--- config.mk ---
export PLATFORM = sky130hd
export DESIGN_NAME = issue_sb_nw_flat
export DESIGN_NICKNAME = d
export VERILOG_FILES = /design/src/rtl/rv32i_pkg.sv /design/src/rtl/issue_sb_nw_if.sv /design/src/rtl/sb_reg_timer.sv /design/src/rtl/issue_sb_nw.sv /design/src/flat_wrapper.sv
export SDC_FILE = /design/constraint.sdc
export NUM_CORES = 1
export LEC_CHECK = 0
export BUFFER_PORTS_ARGS = -buffer_cell sky130_fd_sc_hd__buf_4
export CAP_MARGIN = 20
export CORE_ASPECT_RATIO = 1.1
export CORE_UTILIZATION = 64
export DETAILED_ROUTE_END_ITERATION = 10
export PLACE_DENSITY = 0.89
export REMOVE_ABC_BUFFERS = 1
export SYNTH_ARGS = -nofsm -noshare
export SYNTH_HDL_FRONTEND = slang
export SYNTH_SLANG_ARGS = --single-unit
--- constraint.sdc ---
create_clock -name clk -period 6.8 [get_ports clk]
set_input_delay 0.34 -clock clk [delete_from_list [all_inputs] [get_ports clk]]
set_output_delay 0.34 -clock clk [all_outputs]
set_load 0.02 [all_outputs]
--- src/rtl/rv32i_pkg.sv ---
// Shared decode types for the RV32I pipeline: per-slot control word, issue slot record
// and the small classification helpers the issue unit uses.
package rv32i_pkg;

  localparam int REG_IDX_W = 5;

  typedef struct packed {
    logic reg_write;
    logic mem_read;
    logic mem_write;
    logic branch;
    logic jump;
    logic system;
    logic lui;
    logic auipc;
  } control_t;

  typedef struct packed {
    logic                 valid;
    control_t             ctrl;
    logic [REG_IDX_W-1:0] rs1;
    logic [REG_IDX_W-1:0] rs2;
    logic [REG_IDX_W-1:0] rd;
    logic                 use_rs1;
    logic                 use_rs2;
  } issue_slot_t;

  function automatic logic is_mem(input control_t c);
    return c.mem_read | c.mem_write;
  endfunction

  // Control transfers and system ops close the issue group behind them.
  function automatic logic ends_group(input control_t c);
    return c.branch | c.jump | c.system;
  endfunction

endpackage

--- src/rtl/issue_sb_nw_if.sv ---
// Decode-to-issue bundle: ISSUE_W decoded slots in, issue decision out.
interface issue_sb_nw_if #(
    parameter int ISSUE_W = 2
) ();
    import rv32i_pkg::*;

    localparam int CNT_W = $clog2(ISSUE_W + 1);

    // Slot k transfers on a cycle where slot_valid[k] && issue_mask[k]; slots that did not
    // issue are held by decode and re-presented (shifted toward slot 0) on a later cycle.
    logic [ISSUE_W-1:0]                slot_valid;
    control_t [ISSUE_W-1:0]            slot_ctrl;
    logic [ISSUE_W-1:0][REG_IDX_W-1:0] slot_rs1;
    logic [ISSUE_W-1:0][REG_IDX_W-1:0] slot_rs2;
    logic [ISSUE_W-1:0][REG_IDX_W-1:0] slot_rd;
    logic [ISSUE_W-1:0]                slot_use_rs1;
    logic [ISSUE_W-1:0]                slot_use_rs2;
    logic [ISSUE_W-1:0]                issue_mask;
    logic [CNT_W-1:0]                  issue_count;
    logic                              stall_if;

    modport master (
        output slot_valid, slot_ctrl, slot_rs1, slot_rs2, slot_rd, slot_use_rs1, slot_use_rs2,
        input  issue_mask, issue_count, stall_if
    );

    modport slave (
        input  slot_valid, slot_ctrl, slot_rs1, slot_rs2, slot_rd, slot_use_rs1, slot_use_rs2,
        output issue_mask, issue_count, stall_if
    );

endinterface

--- src/rtl/sb_reg_timer.sv ---
// One scoreboard entry: latency countdown plus load flag for a single register.
// With ISSUE_SB_LOAD_WB_EN, load entries hold until an explicit writeback strobe.
module sb_reg_timer #(
    parameter int ALU_LAT  = 1,
    parameter int LOAD_LAT = 2
) (
    input  logic clk,
    input  logic rst_n,
    input  logic clr_i,
    input  logic set_i,
    input  logic set_ld_i,
`ifdef ISSUE_SB_LOAD_WB_EN
    input  logic wb_i,
`endif
    output logic busy_o,
    output logic ld_pend_o
);
    localparam int TW = $clog2(LOAD_LAT + 1);

    logic [TW-1:0] timer_q, timer_d;
    logic          ld_q, ld_d;

    always_comb begin
        timer_d = timer_q;
        ld_d    = ld_q;
        if (clr_i) begin
            timer_d = '0;
            ld_d    = 1'b0;
        end else if (set_i) begin
            timer_d = set_ld_i ? TW'(LOAD_LAT) : TW'(ALU_LAT);
            ld_d    = set_ld_i;
`ifdef ISSUE_SB_LOAD_WB_EN
        end else if (ld_q) begin
            if (wb_i) begin
                timer_d = '0;
                ld_d    = 1'b0;
            end
        end else if (timer_q != '0) begin
            timer_d = timer_q - TW'(1);
`else
        end else if (timer_q != '0) begin
            timer_d = timer_q - TW'(1);
            if (timer_q == TW'(1)) ld_d = 1'b0;
`endif
        end
    end

    always_ff @(posedge clk or negedge rst_n) begin
        if (!rst_n) begin
            timer_q <= '0;
            ld_q    <= 1'b0;
        end else begin
            timer_q <= timer_d;
            ld_q    <= ld_d;
        end
    end

    assign busy_o    = (timer_q != '0);
    assign ld_pend_o = busy_o && ld_q;

endmodule

--- src/rtl/issue_sb_nw.sv ---
// N-wide in-order issue unit with a per-register latency scoreboard.
// Optional ISSUE_SB_LOAD_WB_EN: loads stay busy until ld_wb_valid/ld_wb_rd retires them.
module issue_sb_nw
    import rv32i_pkg::*;
#(
    parameter int ISSUE_W     = 2,
    parameter int NUM_REGS    = 32,
    parameter int ALU_LAT     = 1,
    parameter int LOAD_LAT    = 2,
    parameter int STALL_CNT_W = 16
) (
    input  logic                   clk,
    input  logic                   rst_n,
    input  logic                   flush,
    issue_sb_nw_if.slave           id_if,
`ifdef ISSUE_SB_LOAD_WB_EN
    input  logic                   ld_wb_valid,
    input  logic [REG_IDX_W-1:0]   ld_wb_rd,
`endif
    output logic [NUM_REGS-1:0]    busy_vec,
    output logic [NUM_REGS-1:0]    load_pending_vec,
    output logic [STALL_CNT_W-1:0] stall_cycles
);
    localparam int CNT_W = $clog2(ISSUE_W + 1);

    issue_slot_t        slot [ISSUE_W];
    logic [ISSUE_W-1:0] wr, s1v, s2v, issue;
    logic [CNT_W-1:0]   cnt;
    logic               stall;
    logic [STALL_CNT_W-1:0] stall_q;

    always_comb begin
        for (int k = 0; k < ISSUE_W; k++) begin
            slot[k].valid   = id_if.slot_valid[k];
            slot[k].ctrl    = id_if.slot_ctrl[k];
            slot[k].rs1     = id_if.slot_rs1[k];
            slot[k].rs2     = id_if.slot_rs2[k];
            slot[k].rd      = id_if.slot_rd[k];
            slot[k].use_rs1 = id_if.slot_use_rs1[k];
            slot[k].use_rs2 = id_if.slot_use_rs2[k];
            wr[k]  = slot[k].ctrl.reg_write && (slot[k].rd != '0);
            s1v[k] = slot[k].use_rs1 && (slot[k].rs1 != '0);
            s2v[k] = slot[k].use_rs2 && (slot[k].rs2 != '0);
        end
    end

    // Slot 0 only waits on loads (ALU results forward); younger slots must be fully
    // independent of the scoreboard and of every older slot in the group.
    always_comb begin
        logic prefix_ok, term, mem_seen, hazard;
        issue     = '0;
        prefix_ok = 1'b1;
        term      = 1'b0;
        mem_seen  = 1'b0;
        for (int k = 0; k < ISSUE_W; k++) begin
            if (k == 0) begin
                hazard = (s1v[0] && load_pending_vec[slot[0].rs1]) ||
                         (s2v[0] && load_pending_vec[slot[0].rs2]);
            end else begin
                hazard = (s1v[k] && busy_vec[slot[k].rs1]) ||
                         (s2v[k] && busy_vec[slot[k].rs2]) ||
                         (is_mem(slot[k].ctrl) && mem_seen) ||
                         ((slot[k].ctrl.lui || slot[k].ctrl.auipc) && wr[k]);
                for (int j = 0; j < k; j++) begin
                    hazard = hazard ||
                        (wr[j] && s1v[k] && slot[k].rs1 == slot[j].rd) ||
                        (wr[j] && s2v[k] && slot[k].rs2 == slot[j].rd) ||
                        (wr[j] && wr[k] && slot[k].rd == slot[j].rd) ||
                        (wr[k] && s1v[j] && slot[j].rs1 == slot[k].rd) ||
                        (wr[k] && s2v[j] && slot[j].rs2 == slot[k].rd);
                end
                if (slot[k].ctrl.system) hazard = 1'b0;
            end
            issue[k]  = slot[k].valid && prefix_ok && !term && !flush && !hazard;
            prefix_ok = issue[k];
            term      = term || ends_group(slot[k].ctrl);
            mem_seen  = mem_seen || is_mem(slot[k].ctrl);
        end
    end

    always_comb begin
        cnt = '0;
        for (int k = 0; k < ISSUE_W; k++) cnt = cnt + CNT_W'(issue[k]);
    end

    assign stall             = id_if.slot_valid[0] && !issue[0] && !flush;
    assign id_if.issue_mask  = issue;
    assign id_if.issue_count = cnt;
    assign id_if.stall_if    = stall;

    assign busy_vec[0]         = 1'b0;
    assign load_pending_vec[0] = 1'b0;

    for (genvar r = 1; r < NUM_REGS; r++) begin : g_reg
        logic set_r, ld_r;
        always_comb begin
            set_r = 1'b0;
            ld_r  = 1'b0;
            for (int k = 0; k < ISSUE_W; k++) begin
                if (issue[k] && wr[k] && slot[k].rd == REG_IDX_W'(r)) begin
                    set_r = 1'b1;
                    ld_r  = slot[k].ctrl.mem_read;
                end
            end
        end

        sb_reg_timer #(
            .ALU_LAT  (ALU_LAT),
            .LOAD_LAT (LOAD_LAT)
        ) u_timer (
            .clk       (clk),
            .rst_n     (rst_n),
            .clr_i     (flush),
            .set_i     (set_r),
            .set_ld_i  (ld_r),
`ifdef ISSUE_SB_LOAD_WB_EN
            .wb_i      (ld_wb_valid && ld_wb_rd == REG_IDX_W'(r)),
`endif
            .busy_o    (busy_vec[r]),
            .ld_pend_o (load_pending_vec[r])
        );
    end

    always_ff @(posedge clk or negedge rst_n) begin
        if (!rst_n) stall_q <= '0;
        else if (stall && stall_q != '1) stall_q <= stall_q + STALL_CNT_W'(1);
    end

    assign stall_cycles = stall_q;

endmodule

--- src/flat_wrapper.sv ---
// flat-port wrapper written by rule: the top's interface ports become plain ports
module issue_sb_nw_flat import rv32i_pkg::*;
#(
    parameter int ISSUE_W     = 2,
    parameter int NUM_REGS    = 32,
    parameter int ALU_LAT     = 1,
    parameter int LOAD_LAT    = 2,
    parameter int STALL_CNT_W = 16
)
  (clk, rst_n, flush, busy_vec, load_pending_vec, stall_cycles, id_if_slot_valid, id_if_slot_ctrl, id_if_slot_rs1, id_if_slot_rs2, id_if_slot_rd, id_if_slot_use_rs1, id_if_slot_use_rs2, id_if_issue_mask, id_if_issue_count, id_if_stall_if);
  issue_sb_nw_if #(.ISSUE_W(ISSUE_W)) id_if_i ();
  input  logic clk;
  input  logic rst_n;
  input  logic flush;
  output logic [NUM_REGS-1:0] busy_vec;
  output logic [NUM_REGS-1:0] load_pending_vec;
  output logic [STALL_CNT_W-1:0] stall_cycles;
  input wire logic [$bits(id_if_i.slot_valid)-1:0] id_if_slot_valid;
  input wire logic [$bits(id_if_i.slot_ctrl)-1:0] id_if_slot_ctrl;
  input wire logic [$bits(id_if_i.slot_rs1)-1:0] id_if_slot_rs1;
  input wire logic [$bits(id_if_i.slot_rs2)-1:0] id_if_slot_rs2;
  input wire logic [$bits(id_if_i.slot_rd)-1:0] id_if_slot_rd;
  input wire logic [$bits(id_if_i.slot_use_rs1)-1:0] id_if_slot_use_rs1;
  input wire logic [$bits(id_if_i.slot_use_rs2)-1:0] id_if_slot_use_rs2;
  output wire logic [$bits(id_if_i.issue_mask)-1:0] id_if_issue_mask;
  output wire logic [$bits(id_if_i.issue_count)-1:0] id_if_issue_count;
  output wire logic [$bits(id_if_i.stall_if)-1:0] id_if_stall_if;
  assign id_if_i.slot_valid = id_if_slot_valid;
  assign id_if_i.slot_ctrl = id_if_slot_ctrl;
  assign id_if_i.slot_rs1 = id_if_slot_rs1;
  assign id_if_i.slot_rs2 = id_if_slot_rs2;
  assign id_if_i.slot_rd = id_if_slot_rd;
  assign id_if_i.slot_use_rs1 = id_if_slot_use_rs1;
  assign id_if_i.slot_use_rs2 = id_if_slot_use_rs2;
  assign id_if_issue_mask = id_if_i.issue_mask;
  assign id_if_issue_count = id_if_i.issue_count;
  assign id_if_stall_if = id_if_i.stall_if;
  issue_sb_nw #(.ISSUE_W(ISSUE_W), .NUM_REGS(NUM_REGS), .ALU_LAT(ALU_LAT), .LOAD_LAT(LOAD_LAT), .STALL_CNT_W(STALL_CNT_W)) u_core (.clk(clk), .rst_n(rst_n), .flush(flush), .id_if(id_if_i), .busy_vec(busy_vec), .load_pending_vec(load_pending_vec), .stall_cycles(stall_cycles));
endmodule
* Yosys cells after proc, flatten, opt, wreduce, memory -nomap -nowiden *
Index checks and enable logic that the tools add are counted.

storage, ports and cells
  flip-flop bits (word level) = 109
  input port bits = 55
  output and inout bits = 85

operators by class
  add/sub/neg operators = 33
  order comparisons = 4
  equality and inequality tests = 99
  mux-type cells = 381
  bitwise gates (word level) = 4
  reductions and logical operators = 271

operators with widths
  kind                                                count
  two-way mux 1 bit                                   253
  two-way mux 2 bit                                   124
  nonzero test 3 bit                                  62
  == test 5 bit, second input constant                32
  logical AND 1 bit                                   126
  == test 5 x 4 -> 1 bit, second input constant       16
  == test 2 x 1 -> 1 bit, second input constant       31
  AND reduction 2 bit                                 31
  nonzero test 2 bit                                  31
  subtractor 2 x 1 -> 2 bit, second input constant    31
  == test 5 x 3 -> 1 bit, second input constant       8
  nonzero test 5 bit                                  6
  == test 5 bit                                       5
  < comparator 5 x 6 -> 1 bit, second input constant  4
  binary-select mux 1 bit (select 5 bit)              4
  == test 5 x 2 -> 1 bit, second input constant       4
  adder 16 x 1 -> 16 bit, second input constant       1
  != test 16 bit, second input constant               1
  == test 5 x 1 -> 1 bit, second input constant       2
  logical OR 1 bit                                    10
  logical NOT 1 bit                                   5
  bitwise OR 1 bit                                    4
  adder 1 x 1 -> 2 bit                                1

* Depth between registers and ports, before layout *
Gate-level depths: netlist of the first run.

  word-level depth = 21
  gate-level depth with buffers = 14
  gate-level depth less buffers = 10

* By module *
A second synthesis of the first run with hierarchy kept.

unflattened totals
  cell total of the unflattened synthesis = 1057
  area, all modules = 9260.1 sq um

by module, submodules not included
  module        instances  cells each  area each (sq um)  seq. area each (sq um)
  sb_reg_timer  31         20          182.7              75.1
  issue_sb_nw   1          437         3597.2             400.4

* Worst setup path before layout of the first run *
Ideal clock, no wire load.

  path kind = flip-flop to output port
  from = register u_core.g_reg[6].u_timer.timer_q[0]
  to = output id_if_issue_count[0]
  arrival = 3.176 ns
  data required time = 6.460 ns
  setup slack = 3.284 ns
  stages on the path, launching flop included = 13
  path buffers = 3
  cell sequence = dfrtp_1 inv_1 ha_1 and3b_1 o32ai_1 a2111o_1 a2111o_1 o211ai_4 buf_6 buf_2 clkbuf_1 nor2_1 ha_1

between the ends
  elaborated cells on any way between the ends = 32

RTL lines
  item                                                       RTL line                              text
  from (decl)                                                sb_reg_timer.sv:20                    logic [TW-1:0] timer_q, timer_d;
  from (signal assigned)                                     sb_reg_timer.sv:53                    timer_q <= timer_d;
  nonzero test 2 bit *                                       sb_reg_timer.sv:58                    assign busy_o = (timer_q != '0);
  logical AND 1 bit *                                        sb_reg_timer.sv:59                    assign ld_pend_o = busy_o && ld_q;
  binary-select mux 1 bit (select 5 bit) (on tied branches)  issue_sb_nw.sv:57, issue_sb_nw.sv:58
  two-way mux 1 bit (on tied branches)                       issue_sb_nw.sv:57, issue_sb_nw.sv:58
  logical AND 1 bit (on tied branches)                       issue_sb_nw.sv:57, issue_sb_nw.sv:58
  logical OR 1 bit *                                         issue_sb_nw.sv:57                     hazard = (s1v[0] && load_pending_vec[slot[0].rs1]) ||
  logical NOT 1 bit *                                        issue_sb_nw.sv:74                     issue[k] = slot[k].valid && prefix_ok && !term && !flush && !hazard;
  logical AND 1 bit *                                        issue_sb_nw.sv:74
  via id_if_issue_mask[0]                                    flat_wrapper.sv:25                    output wire logic [$bits(id_if_i.issue_mask)-1:0] id_if_issue_mask;
  logical AND 1 bit (4 in series)                            issue_sb_nw.sv:74
  adder 1 x 1 -> 2 bit *                                     issue_sb_nw.sv:83                     for (int k = 0; k < ISSUE_W; k++) cnt = cnt + CNT_W'(issue[k]);
  to (decl)                                                  flat_wrapper.sv:26                    output wire logic [$bits(id_if_i.issue_count)-1:0] id_if_issue_count;

The timed path passes the listed nets; every way through them passes the cells marked *. The select of a mux whose other input is x is not followed.

* Final worst setup path of the first run *
  from = register u_core.g_reg[26].u_timer.timer_q[0]
  to = output id_if_issue_count[0]

between the ends
  cells in the longest elaborated chain, start to end = 16
  elaborated cells on any way between the ends = 32

RTL lines
  item                                                       RTL line                              text
  from (decl)                                                sb_reg_timer.sv:20
  from (signal assigned)                                     sb_reg_timer.sv:53
  nonzero test 2 bit *                                       sb_reg_timer.sv:58
  binary-select mux 1 bit (select 5 bit) (on tied branches)  issue_sb_nw.sv:60, issue_sb_nw.sv:61
  two-way mux 1 bit (on tied branches)                       issue_sb_nw.sv:60, issue_sb_nw.sv:61
  logical AND 1 bit (on tied branches)                       issue_sb_nw.sv:60, issue_sb_nw.sv:61
  logical OR 1 bit                                           issue_sb_nw.sv:60                     hazard = (s1v[k] && busy_vec[slot[k].rs1]) ||
  logical OR 1 bit                                           issue_sb_nw.sv:61                     (s2v[k] && busy_vec[slot[k].rs2]) ||
  logical OR 1 bit                                           issue_sb_nw.sv:62                     (is_mem(slot[k].ctrl) && mem_seen) ||
  logical OR 1 bit                                           issue_sb_nw.sv:65                     hazard = hazard ||
  logical OR 1 bit                                           issue_sb_nw.sv:66                     (wr[j] && s1v[k] && slot[k].rs1 == slot[j].rd) ||
  logical OR 1 bit                                           issue_sb_nw.sv:67                     (wr[j] && s2v[k] && slot[k].rs2 == slot[j].rd) ||
  logical OR 1 bit                                           issue_sb_nw.sv:68                     (wr[j] && wr[k] && slot[k].rd == slot[j].rd) ||
  logical OR 1 bit                                           issue_sb_nw.sv:69                     (wr[k] && s1v[j] && slot[j].rs1 == slot[k].rd) ||
  two-way mux 1 bit                                          issue_sb_nw.sv:72                     if (slot[k].ctrl.system) hazard = 1'b0;
  logical NOT 1 bit                                          issue_sb_nw.sv:74
  logical AND 1 bit                                          issue_sb_nw.sv:74
  adder 1 x 1 -> 2 bit *                                     issue_sb_nw.sv:83

Every way passes the cells marked *; elsewhere a longest branch is shown, timed or not. The select of a mux whose other input is x is not followed.

==> results.rst, run 1 <==
.. list-table::
   :header-rows: 1

   * - Metric
     - Value
   * - Fill cell instance count of the final layout
     - 1247
   * - CTS root buffer
     - clkbuf_16
   * - Antenna-violating nets left
     - 0
   * - Hold Crit Class
     - input port to flip-flop
   * - Worst-path cell with the longest stage delay
     - a211oi_2
   * - Cts hold-fix bufs
     - 1
   * - Final routed DRC violation total
     - 0
   * - Number of buffers on the longest clock path
     - 2
   * - Post-Synth Adder-Cell Area
     - 0.07426
   * - Maximum vdd ir drop
     - 0.2302 mV
   * - Vias after detailed routing
     - 10089
   * - Transition time at the pin with the least slew margin
     - 1020 ps
   * - Post-detailed-placement half-perimeter wirelength
     - 24610 µm
   * - Async SR Flop Fraction
     - 1.000
   * - Overall routed net length
     - 33520 µm
   * - Via count of the first global-routing pass
     - 9628
   * - Last weighted congestion value of the routability-driven placer
     - 1.021
   * - Number of placement rows
     - 49
   * - Clk_lat worst skew
     - 380 ps
   * - Yosys cell types
     - 92
   * - Width of the die
     - 125.8 µm
   * - Max-slew headroom at the worst pin
     - 0.3149
   * - Vertical die dimension
     - 138.1 µm
   * - Placed cell areas
     - 0.01132 mm²
   * - Run status
     - completed
   * - Setup repair after global routing missed its margin
     - no
   * - Crit path DAT
     - 4280 ps
   * - Yosys top cell by area
     - dfrtp_1
   * - Share of synthesized area spent on multiplexers
     - 0.1037
   * - Number of slew-limit violations in the final report
     - 0
   * - Leading cell type in the layout, fill and taps excluded
     - buf_4
   * - Routed via count divided by cell count
     - 6.901
   * - Crit path max-delay family
     - compound AO/OA/AOI/OAI gates
   * - Critical path endpoint category
     - primary output
   * - Count of warnings emitted by yosys
     - 0
   * - Post-CTS sizing
     - 0
   * - Initial standard-cell utilization of the core
     - 0.6563
   * - Initial antenna violation count
     - 1
   * - Power share of the combinational group
     - 0.575
   * - Fraction of the mapped netlist area in simple logic gates
     - 0.1854
   * - Number of CTS-inserted buffers
     - 9
   * - Core area
     - 0.01643 mm²
   * - Top cells by area in the synthesized netlist
     - dfrtp_1 (25%), ha_1 (7.4%), mux2i_1 (5.0%)
   * - Post-synth top area share
     - 0.2530
   * - Sw Pwr
     - 0.001527 W
   * - IO Pins
     - 140
   * - Global-route wire length before repair
     - 51990 µm
   * - Switching portion of total power
     - 0.4439
   * - Power Density
     - 295.4 mW/mm²
   * - CTS tree
     - done
   * - Buffers inserted by post-CTS timing repair
     - 0
   * - Clk_skew
     - 15.21 ps
   * - Delay contributed by the slowest stage of the critical path
     - 760 ps
   * - Post-synthesis sequential element count
     - 109
   * - Final cycle utilization of the critical path
     - 0.6789
   * - Share of total power in sequential cells
     - 0.262
   * - Number of synthesized flops with an enable pin
     - 0
   * - Internal power component
     - 0.001912 W
   * - Cells traversed along the worst timing path
     - inv_1, ha_1, nor2b_1, mux4_2, a22o_1, a21oi_1, o211ai_4, buf_4, a211oi_2, ha_1, buf_4
   * - TritonRoute pass-1 iters
     - 7
   * - Launching element type of the critical path
     - flip-flop
   * - Mean routed wirelength per cell
     - 22.92 µm
   * - Max-Cap Viols
     - 0
   * - Post-Layout Inst Area
     - 0.01164 mm²
   * - WP buf/inv
     - 3
   * - Full die area
     - 0.01737 mm²
   * - Reg clk slew, reported paths
     - 80 ps
   * - Fin nets
     - 1371
   * - Worst endpoint required time
     - 6460 ps
   * - Kind of critical path
     - flip-flop to primary output
   * - Leakage dissipation
     - 5.053 nW
   * - Maximum level of the CTS H-tree
     - 3
   * - Share of the synthesized area in compound gates (AO/OA/AOI/OAI)
     - 0.2072
   * - Largest net degree at the start of global routing
     - 69
   * - Count of routing violations after the opening detailed-route iteration
     - 1480
   * - # setup viols final
     - 0
   * - Post-Synthesis Mean Instance Area
     - 8.745 µm²
   * - Total congestion overflow
     - 0
   * - Commonest cells after routing, fill and taps aside
     - buf_4 (146), inv_1 (122), dfrtp_1 (109)
   * - Highest attainable clock frequency
     - 216.6 MHz
   * - Prevailing post-synth register cell
     - dfrtp_1
   * - Sink Count
     - 109
   * - Fraction of final layout cells with drive strength greater than 1
     - 0.1957
   * - Final number of hold-violating endpoints
     - 0
   * - Share of the yosys chip area belonging to registers
     - 0.2530
   * - Setup TNS Final
     - 0 ps
   * - Count of buffers inserted at the top-level ports
     - 133
   * - Synthesized cell area
     - 0.01078 mm²
   * - Post-layout util
     - 0.7084
   * - GRT Util Overall
     - 0.3847
   * - Critical Path Fanout Max
     - 48
   * - Share of total power in the clock network
     - 0.163
   * - Layout overhead on the synthesized area
     - 7.948%
   * - Fin crit period
     - 4616 ps
   * - Post-Synth XOR/XNOR Area
     - 0.05686
   * - Post-synthesis cell count
     - 1233
   * - Largest family of logic cells by synthesized area
     - compound AO/OA/AOI/OAI gates
worst reg2reg max path: stages (launching register included):
cell and delay, ps:
dfrtp_1 420, inv_1 70, ha_1 370, nor2b_1 210
mux4_2 500, a22o_1 240, a21oi_1 350, o211ai_4 130
buf_4 320, a211oi_2 770, a21oi_1 190, a221oi_1 330
flip-flops by register name (all words and copies together) (netlist names):
| signal | count |
|---|---|
| u_core.g.u_timer.ld_q | 31 |
| u_core.stall_cycles | 16 |
| u_core.g.u_timer.timer_q | 62 |
cell usage after synthesis (32+ instances only):
library cell and count:
a211oi_1 36, a21oi_1 44, buf_4 71, clkbuf_1 48
dfrtp_1 109, ha_1 64, inv_1 122, mux2i_1 54
nand2_1 72, nand3_1 32, nor2_1 53, nor2b_1 42
xnor2_1 44
layer usage:
layer / vias to the layer above / track usage / part of all wire
met5: - / 0 / 0
met4: 0 / 0.2359 / 0.057
met3: 156 / 0.06076 / 0.11
met2: 741 / 0.6094 / 0.46
met1: 4785 / 0.4951 / 0.37
li1: 4407 / - / -
final timing paths:
kind / start / end / slack (ps) / cells after the start
max: u_core.g_reg[26].u_timer.timer_q[0]$_DFFE_PN0P_ / id_if_issue_count[0] / 2180 / 11
min: flush / u_core.g_reg[6].u_timer.timer_q[1]$_DFFE_PN0P_ / 430 / 2
max reg2reg: u_core.g_reg[26].u_timer.timer_q[0]$_DFFE_PN0P_ / u_core.g_reg[18].u_timer.ld_q$_DFFE_PN0P_ / 2800 / 11
min reg2reg: u_core.stall_cycles[11]$_DFFE_PN0P_ / u_core.stall_cycles[11]$_DFFE_PN0P_ / 490 / 1
max in group asynchronous: rst_n / u_core.g_reg[28].u_timer.timer_q[1]$_DFFE_PN0P_ / 4990 / 3
min in group asynchronous: rst_n / u_core.g_reg[11].u_timer.ld_q$_DFFE_PN0P_ / 500 / 2
power groups by stage:
stage / combinational, W / sequential, W / clock, W
2_1_floorplan: 0.00132 / 0.000902 / 0
3_3_place_gp: 0.00185 / 0.000900 / 0
3_5_place_dp: 0.00194 / 0.000911 / 0
4_1_cts: 0.00196 / 0.000898 / 0.000560
5_1_grt: 0.00215 / 0.000915 / 0.000584
6_report: 0.00198 / 0.000900 / 0.000561
final cells by class:
type,instances,area [µm²],share of cell area
Inverter,122,457.9,0.03934
Clock buffer,9,225.2,0.01935
Tap cell,204,255.2,0.02193
Multi-Input combinational cell,863,6779,0.5824
Sequential cell,109,2728,0.2343
Antenna cell,1,2.502,0.0002150
Timing Repair Buffer,147,1106,0.09502
Clock inverter,7,86.33,0.007417
cells by family after synthesis:
logic type	after synthesis
buffers and inverters	262
AO/OA/AOI/OAI	282
adder cells (fa/ha/maj)	64
other	1
AND/OR/NAND/NOR	361
XOR/XNOR	70
flip-flops	109
multiplexers	84
metrics by stage:
| stage | worst slack [ps] | hold WS, ps | power [W] | instances |
|---|---|---|---|---|
| 2_1_floorplan | 1893 | 44.41 | 0.002225 | 1094 |
| 3_3_place_gp | 2780 | 367.3 | 0.002752 | 1444 |
| 3_5_place_dp | 2702 | 365.1 | 0.002847 | 1444 |
| 4_1_cts | 2287 | 412.7 | 0.003414 | 1461 |
| 5_1_grt | 2111 | 437.6 | 0.003645 | 1461 |
| 6_report | 2184 | 426.8 | 0.003439 | 1462 |
Power figures use the tool's default switching activity.
==> inputs of run 2 (changes only) <==
--- a/config.mk
+++ b/config.mk
@@ -8,9 +8,9 @@
 export BUFFER_PORTS_ARGS = -buffer_cell sky130_fd_sc_hd__buf_4
 export CAP_MARGIN = 20
 export CORE_ASPECT_RATIO = 1.1
-export CORE_UTILIZATION = 64
+export CORE_UTILIZATION = 54
 export DETAILED_ROUTE_END_ITERATION = 10
-export PLACE_DENSITY = 0.89
+export PLACE_DENSITY = 0.8
 export REMOVE_ABC_BUFFERS = 1
 export SYNTH_ARGS = -nofsm -noshare
 export SYNTH_HDL_FRONTEND = slang
==> constraint.sdc (replaced) <==
create_clock -name clk -period 4.1 [get_ports clk]
set_input_delay 0.205 -clock clk [delete_from_list [all_inputs] [get_ports clk]]
set_output_delay 0.205 -clock clk [all_outputs]
set_load 0.02 [all_outputs]
==> run 2 against run 1 <==
Net effect: clock power up 66%; die area grew 18%; worst hold slack got worse by 200 ps; non-clock buffer count grew 43; final area rose by 3.5%; largest cell class unchanged; largest power group unchanged; highest routed layer unchanged.
==> results.rst, run 2 (same netlist as run 1, synthesis figures left out) <==
.. list-table::
   :header-rows: 1

   * - Metric
     - Value
   * - GRT Util Overall
     - 0.3502 (-0.03446)
   * - Initial antenna violation count
     - 0 (-1)
   * - Launching element type of the critical path
     - flip-flop
   * - Overall routed net length
     - 34660 µm (+3.4%)
   * - Width of the die
     - 136.7 µm (+8.7%)
   * - TritonRoute pass-1 iters
     - 5 (-2)
   * - Antenna diode count
     - 0 (-1)
   * - Count of routing violations after the opening detailed-route iteration
     - 1259 (-15%)
   * - # setup viols final
     - 0 (unchanged)
   * - Number of flip-flops under the largest register name
     - 62 (unchanged)
   * - Power Density
     - 480.9 mW/mm² (+63%)
   * - Count of buffers inserted at the top-level ports
     - 133 (unchanged)
   * - Run status
     - completed
   * - IO Pins
     - 140 (unchanged)
   * - Highest attainable clock frequency
     - 255.8 MHz
   * - Mean routed wirelength per cell
     - 22.40 µm (-2.3%)
   * - Hold Crit Class
     - input port to async pin
   * - Last weighted congestion value of the routability-driven placer
     - 1.013 (-0.78%)
   * - Vias after detailed routing
     - 10213 (+1.2%)
   * - Delay contributed by the slowest stage of the critical path
     - 470 ps (-290 ps)
   * - Leading cell type in the layout, fill and taps excluded
     - buf_4
   * - Buffers inserted by post-CTS timing repair
     - 0 (unchanged)
   * - Fill cell instance count of the final layout
     - 1673 (+34%)
   * - Transition time at the pin with the least slew margin
     - 915.8 ps (-103.9 ps)
   * - Final routed DRC violation total
     - 0 (unchanged)
   * - Initial standard-cell utilization of the core
     - 0.5569 (-0.09940)
   * - Antenna-violating nets left
     - 0 (unchanged)
   * - Slack of the worst reg-to-reg path
     - 380 ps (-2420 ps)
   * - Number of slew-limit violations in the final report
     - 0 (unchanged)
   * - Crit path DAT
     - 3700 ps (-580 ps)
   * - Worst endpoint required time
     - 3890 ps (-2570 ps)
   * - Register with the most flip-flops
     - u_core.g.u_timer.timer_q
   * - Leakage dissipation
     - 5.275 nW (+4.4%)
   * - Maximum vdd ir drop
     - 0.4026 mV (+75%)
   * - Fin nets
     - 1414 (+3.1%)
   * - Critical Path Fanout Max
     - 20 (-58%)
   * - Final cycle utilization of the critical path
     - 0.9536
   * - Clk_lat worst skew
     - 380 ps (about the same)
   * - Max-slew headroom at the worst pin
     - 0.3888 (+0.07383)
   * - Largest net degree at the start of global routing
     - 55 (-20%)
   * - Via count of the first global-routing pass
     - 9843 (+2.2%)
   * - Number of placement rows
     - 53 (+8.2%)
   * - Reg clk slew, reported paths
     - 80 ps (about the same)
   * - Number of CTS-inserted buffers
     - 9 (unchanged)
   * - Minimum hold slack
     - 228.5 ps (-198.3 ps)
   * - CTS root buffer
     - clkbuf_16
   * - Global-route wire length before repair
     - 53860 µm (+3.6%)
   * - Final number of hold-violating endpoints
     - 0 (unchanged)
   * - Kind of critical path
     - flip-flop to primary output
   * - Critical path endpoint category
     - primary output
   * - Fin crit period
     - 3910 ps
   * - Worst-path cell with the longest stage delay
     - mux4_2
   * - Clk_skew
     - 16.27 ps (+1.054 ps)
   * - Core area
     - 0.01936 mm² (+18%)
   * - Fraction of final layout cells with drive strength greater than 1
     - 0.2231 (+0.02737)
   * - CTS tree
     - done
   * - Crit-path most repeated cell
     - ha_1
   * - Max-Cap Viols
     - 0 (unchanged)
   * - Number of buffers on the longest clock path
     - 2 (unchanged)
   * - Commonest cells after routing, fill and taps aside
     - buf_4 (187), inv_1 (122), dfrtp_1 (109)
   * - Setup repair after global routing missed its margin
     - no
   * - Total congestion overflow
     - 0 (unchanged)
   * - Cells traversed along the worst timing path
     - inv_1, ha_1, nor2b_1, mux4_2, mux2_4, o311ai_4, o211ai_4, buf_12, a211oi_4, ha_1, buf_4
   * - Sink Count
     - 109 (unchanged)
   * - Routed via count divided by cell count
     - 6.602 (-4.3%)
   * - Maximum level of the CTS H-tree
     - 3 (unchanged)
   * - Vertical die dimension
     - 150.2 µm (+8.7%)
   * - Post-detailed-placement half-perimeter wirelength
     - 25870 µm (+5.1%)
   * - Total Power Consumption
     - 0.005794 W (+68%)
   * - Full die area
     - 0.02054 mm² (+18%)
   * - Layout overhead on the synthesized area
     - 11.73%
run 2: changes by cell type in the layout (fill, tap and decap cells not counted):
| cell | previous run | this run |
|---|---|---|
| a211oi_2 | 6 | 5 |
| a211oi_4 | 0 | 1 |
| a21oi_1 | 44 | 43 |
| a21oi_2 | 1 | 2 |
| buf_12 | 0 | 2 |
| buf_4 | 146 | 187 |
| clkinv_4 | 1 | 0 |
| diode_2 | 1 | 0 |
| inv_6 | 2 | 4 |
| inv_8 | 1 | 0 |
run 2: power breakdown:
group	internal [W]	switching [W]	leakage [nW]
Sequential	0.00132	0.000172	1.46
Clock	0.000438	0.000492	0.150
Combinational	0.00150	0.00188	3.67
run 2: timing repair:
| action | CTS | global route |
|---|---|---|
| setup endpoints to repair | 0 | 3 |
| hold buffers | 1 | 0 |
| resized for setup | 0 | 2 |
| endpoints found under the hold margin | 13 | 0 |
run 2: worst paths after layout:
check / start / endpoint / cells past startpoint
worst max-delay path: u_core.g_reg[10].u_timer.timer_q[0]$_DFFE_PN0P_ / id_if_issue_count[0] / 11
worst min-delay path: rst_n / u_core.g_reg[23].u_timer.timer_q[1]$_DFFE_PN0P_ / 2
min in group clk: flush / u_core.g_reg[6].u_timer.ld_q$_DFFE_PN0P_ / 4
worst min register to register: u_core.stall_cycles[11]$_DFFE_PN0P_ / u_core.stall_cycles[11]$_DFFE_PN0P_ / 1
max in group asynchronous: rst_n / u_core.g_reg[12].u_timer.ld_q$_DFFE_PN0P_ / 3
worst max register to register: u_core.g_reg[10].u_timer.timer_q[0]$_DFFE_PN0P_ / u_core.g_reg[1].u_timer.ld_q$_DFFE_PN0P_ / 12
run 2: metrics by stage:
step	cells	setup TNS, ps	cell area [µm²]	util	setup slack, ps
2_1_floorplan	1094	-17620	9960	-	-806.7
3_3_place_gp	1530	0	11720	0.6051	466.5
3_5_place_dp	1530	0	11720	0.6051	402.3
4_1_cts	1547	0	12040	0.6216	57.05
5_1_grt	1547	0	12050	0.6222	28.08
6_report	1547	0	12050	0.6222	190.4
run 2: layout make-up:
class                      count  area, µm²  share of cell area
sequential                   109       2728              0.2264
timing repair buffer         190       1454              0.1207
clock inverter                 7      83.83            0.006958
multi-input combinational    863       6790              0.5636
clock buffer                   9      225.2             0.01869
inverter                     122      457.9             0.03801
tap                          247      309.0             0.02565
run 2: routing by layer:
metal / vias up / GRT usage / part of all wire
met5: - / 0 / 0
met4: 0 / 0.2522 / 0.074
met3: 163 / 0.05993 / 0.11
met2: 717 / 0.5315 / 0.44
met1: 4848 / 0.4497 / 0.38
li1: 4485 / - / -
run 2: worst max-delay path, delay by kind of cell (launching register included):
kind,cells,cell delay (ps)
AOI/OAI and AO/OA,3,890
adders and majority gates,2,660
buffers and inverters,3,480
DFF,1,410
muxes,2,790
and+or+nand+nor,1,100
==> inputs of run 3 (changes only) <==
--- a/config.mk
+++ b/config.mk
@@ -10,6 +10,7 @@
 export CORE_ASPECT_RATIO = 1.1
 export CORE_UTILIZATION = 54
 export DETAILED_ROUTE_END_ITERATION = 10
+export MAX_ROUTING_LAYER = met4
 export PLACE_DENSITY = 0.8
 export REMOVE_ABC_BUFFERS = 1
 export SYNTH_ARGS = -nofsm -noshare
==> run 3 against run 2 <==
Net effect: critical path depth is the same; global-route usage grew 0.52 points; register-to-register slack gained 40 ps; combinational power is essentially flat.
==> results.rst, run 3 (same netlist as run 1, synthesis figures left out) <==
.. list-table::
   :header-rows: 1

   * - Metric
     - Value
   * - Switching portion of total power
     - 0.4403 (+0.001399)
   * - Sink Count
     - 109 (unchanged)
   * - Mean routed wirelength per cell
     - 22.52 µm (+0.53%)
   * - Register with the most flip-flops
     - u_core.g.u_timer.timer_q
   * - Number of CTS-inserted buffers
     - 9 (unchanged)
   * - Last weighted congestion value of the routability-driven placer
     - 1.065 (+5.1%)
   * - WL met3
     - 3824 µm (+0.18%)
   * - Count of buffers inserted at the top-level ports
     - 133 (unchanged)
   * - Fraction of final layout cells with drive strength greater than 1
     - 0.2195 (-0.003602)
   * - Vias after detailed routing
     - 10141 (-0.70%)
   * - Initial antenna violation count
     - 1 (+1)
   * - Max-slew headroom at the worst pin
     - 0.2891 (-0.09967)
   * - GRT Util Overall
     - 0.3554 (+0.005178)
   * - Final cycle utilization of the critical path
     - 0.9534 (about the same)
   * - Final routed DRC violation total
     - 0 (unchanged)
   * - Post-detailed-placement half-perimeter wirelength
     - 26040 µm (+0.66%)
   * - Clk_lat worst skew
     - 380 ps (about the same)
   * - Maximum vdd ir drop
     - 0.3547 mV (-12%)
   * - Full die area
     - 0.02054 mm² (unchanged)
   * - Final number of hold-violating endpoints
     - 0 (unchanged)
   * - TritonRoute pass-1 iters
     - 5 (unchanged)
   * - Clk_skew
     - 11.45 ps (-4.816 ps)
   * - Core area
     - 0.01936 mm² (unchanged)
   * - Run status
     - completed
   * - Critical path endpoint category
     - primary output
   * - Post-Place Setup Slack
     - 407.7 ps (+5.389 ps)
   * - Layout overhead on the synthesized area
     - 11.33%
   * - Worst endpoint required time
     - 3890 ps (about the same)
   * - Count of routing violations after the opening detailed-route iteration
     - 1077 (-14%)
   * - Antenna-violating nets left
     - 0 (unchanged)
   * - Power Density
     - 480.9 mW/mm² (about the same)
   * - Largest net degree at the start of global routing
     - 46 (-16%)
   * - Leading cell type in the layout, fill and taps excluded
     - buf_4
   * - Global-route wire length before repair
     - 53160 µm (-1.3%)
   * - Routed via count divided by cell count
     - 6.577 (-0.38%)
   * - Buffers inserted by post-CTS timing repair
     - 0 (unchanged)
   * - Kind of critical path
     - flip-flop to primary output
   * - Via count of the first global-routing pass
     - 9587 (-2.6%)
   * - Maximum level of the CTS H-tree
     - 3 (unchanged)
   * - Initial standard-cell utilization of the core
     - 0.5569 (unchanged)
   * - Commonest cells after routing, fill and taps aside
     - buf_4 (181), inv_1 (122), dfrtp_1 (109)
   * - Fill cell instance count of the final layout
     - 1674 (+0.060%)
   * - Share of total power in the clock network
     - 0.160 (about the same)
   * - Share of total power in sequential cells
     - 0.258 (about the same)
   * - Width of the die
     - 136.7 µm (unchanged)
   * - Reg clk slew, reported paths
     - 80 ps (about the same)
   * - Sw Pwr
     - 0.002542 W (about the same)
   * - Worst-case setup margin in the final layout
     - 191.3 ps (+0.8100 ps)
   * - Max-Cap Viols
     - 0 (unchanged)
   * - Launching element type of the critical path
     - flip-flop
   * - Overall routed net length
     - 34730 µm (+0.21%)
   * - IO Pins
     - 140 (unchanged)
   * - # setup viols final
     - 0 (unchanged)
   * - Post-layout util
     - 0.6199 (-0.002261)
   * - Total congestion overflow
     - 0 (unchanged)
   * - Number of placement rows
     - 53 (unchanged)
   * - Setup repair after global routing missed its margin
     - no
   * - Setup TNS Final
     - 0 ps (unchanged)
   * - CTS tree
     - done
   * - Number of flip-flops under the largest register name
     - 62 (unchanged)
   * - Hold Crit Class
     - input port to flip-flop
   * - Crit path DAT
     - 3700 ps (about the same)
   * - Number of buffers on the longest clock path
     - 2 (unchanged)
   * - CTS root buffer
     - clkbuf_16
   * - Max Used Layer
     - met4
   * - Placed Cells
     - 1524 (-0.39%)
   * - Critical Path Fanout Max
     - 37 (+85%)
   * - Power share of the combinational group
     - 0.582 (about the same)
   * - Non-filler cells in the finished layout
     - 1542 (-0.32%)
   * - Highest attainable clock frequency
     - 255.8 MHz (about the same)
   * - Leakage dissipation
     - 5.243 nW (-0.62%)
   * - Fin crit period
     - 3909 ps (-0.8100 ps)
   * - Fin nets
     - 1408 (-0.42%)
   * - Number of slew-limit violations in the final report
     - 0 (unchanged)
   * - Internal power component
     - 0.003231 W (-0.62%)
   * - Transition time at the pin with the least slew margin
     - 1065 ps (+149.3 ps)
   * - Met1 wire length
     - 13030 µm (about the same)
   * - Vertical die dimension
     - 150.2 µm (unchanged)
   * - Met2 wire length
     - 15690 µm (+3.0%)
## run 3: cell types whose count changed in the layout (fill, tap and decap cells not counted), sizes merged
cell	previous run	this run
buf	189	183
inv	126	124
clkinv	3	4
clkinvlp	0	1
diode	0	1
## run 3: layer usage
metal  track usage  up-vias
li1              -     4485
met1        0.4428     4831
met2        0.5414      687
met3       0.05354      138
met4        0.2200        0
met5             -        -
## run 3: final timing paths
kind	start	slack, ps	to	cells past startpoint
max	u_core.g_reg[18].u_timer.timer_q[0]$_DFFE_PN0P_	190	id_if_issue_count[0]	11
min	flush	320	u_core.g_reg[6].u_timer.ld_q$_DFFE_PN0P_	4
max reg2reg	u_core.g_reg[18].u_timer.timer_q[0]$_DFFE_PN0P_	420	u_core.g_reg[26].u_timer.timer_q[0]$_DFFE_PN0P_	12
min reg2reg	u_core.stall_cycles[11]$_DFFE_PN0P_	500	u_core.stall_cycles[11]$_DFFE_PN0P_	1
max in group asynchronous	rst_n	2820	u_core.g_reg[23].u_timer.ld_q$_DFFE_PN0P_	3
min in group asynchronous	rst_n	370	u_core.g_reg[21].u_timer.ld_q$_DFFE_PN0P_	2
## run 3: power by group through the flow
stage | registers, W | clock network (W) | logic (W)
after floorplan | 0.00150 | 0 | 0.00219
after global placement | 0.00149 | 0 | 0.00319
after detailed placement | 0.00151 | 0 | 0.00331
after CTS | 0.00148 | 0.000929 | 0.00333
after global routing | 0.00152 | 0.000970 | 0.00366
final | 0.00149 | 0.000925 | 0.00336
## run 3: critical path, stage by stage, from the launching register on
cell      delay (ps)
dfrtp_1          410
inv_1             70
ha_1             360
nor2b_1          170
mux4_2           490
o2111a_1         270
a21oi_2          260
o211ai_4         240
buf_12           250
a211oi_4         320
ha_1             310
buf_4            160
## run 3: stage by stage
step	cell area [µm²]	hold WS (ps)	power, W
after floorplan	9960	-90.59	0.003690
after global placement	11670	243.2	0.004685
after detailed placement	11670	252.6	0.004811
after CTS	11990	302.8	0.005744
after global routing	12000	329.9	0.006151
final	12000	320.5	0.005773
## run 3: cell type report
cell class | count | area [µm²] | share of cell area
timing repair buffer | 184 | 1409 | 0.1174
multi-input combinational | 863 | 6790 | 0.5657
tap | 247 | 309.0 | 0.02575
sequential | 109 | 2728 | 0.2272
inverter | 122 | 457.9 | 0.03815
clock inverter | 7 | 82.58 | 0.006879
clock buffer | 9 | 225.2 | 0.01876
antenna | 1 | 2.502 | 0.0002085
## run 3: what timing repair did
item	in CTS	in global routing
gates resized for setup	0	2
setup endpoints to repair	0	3
endpoints found under the hold margin	43	0
hold buffers	1	0
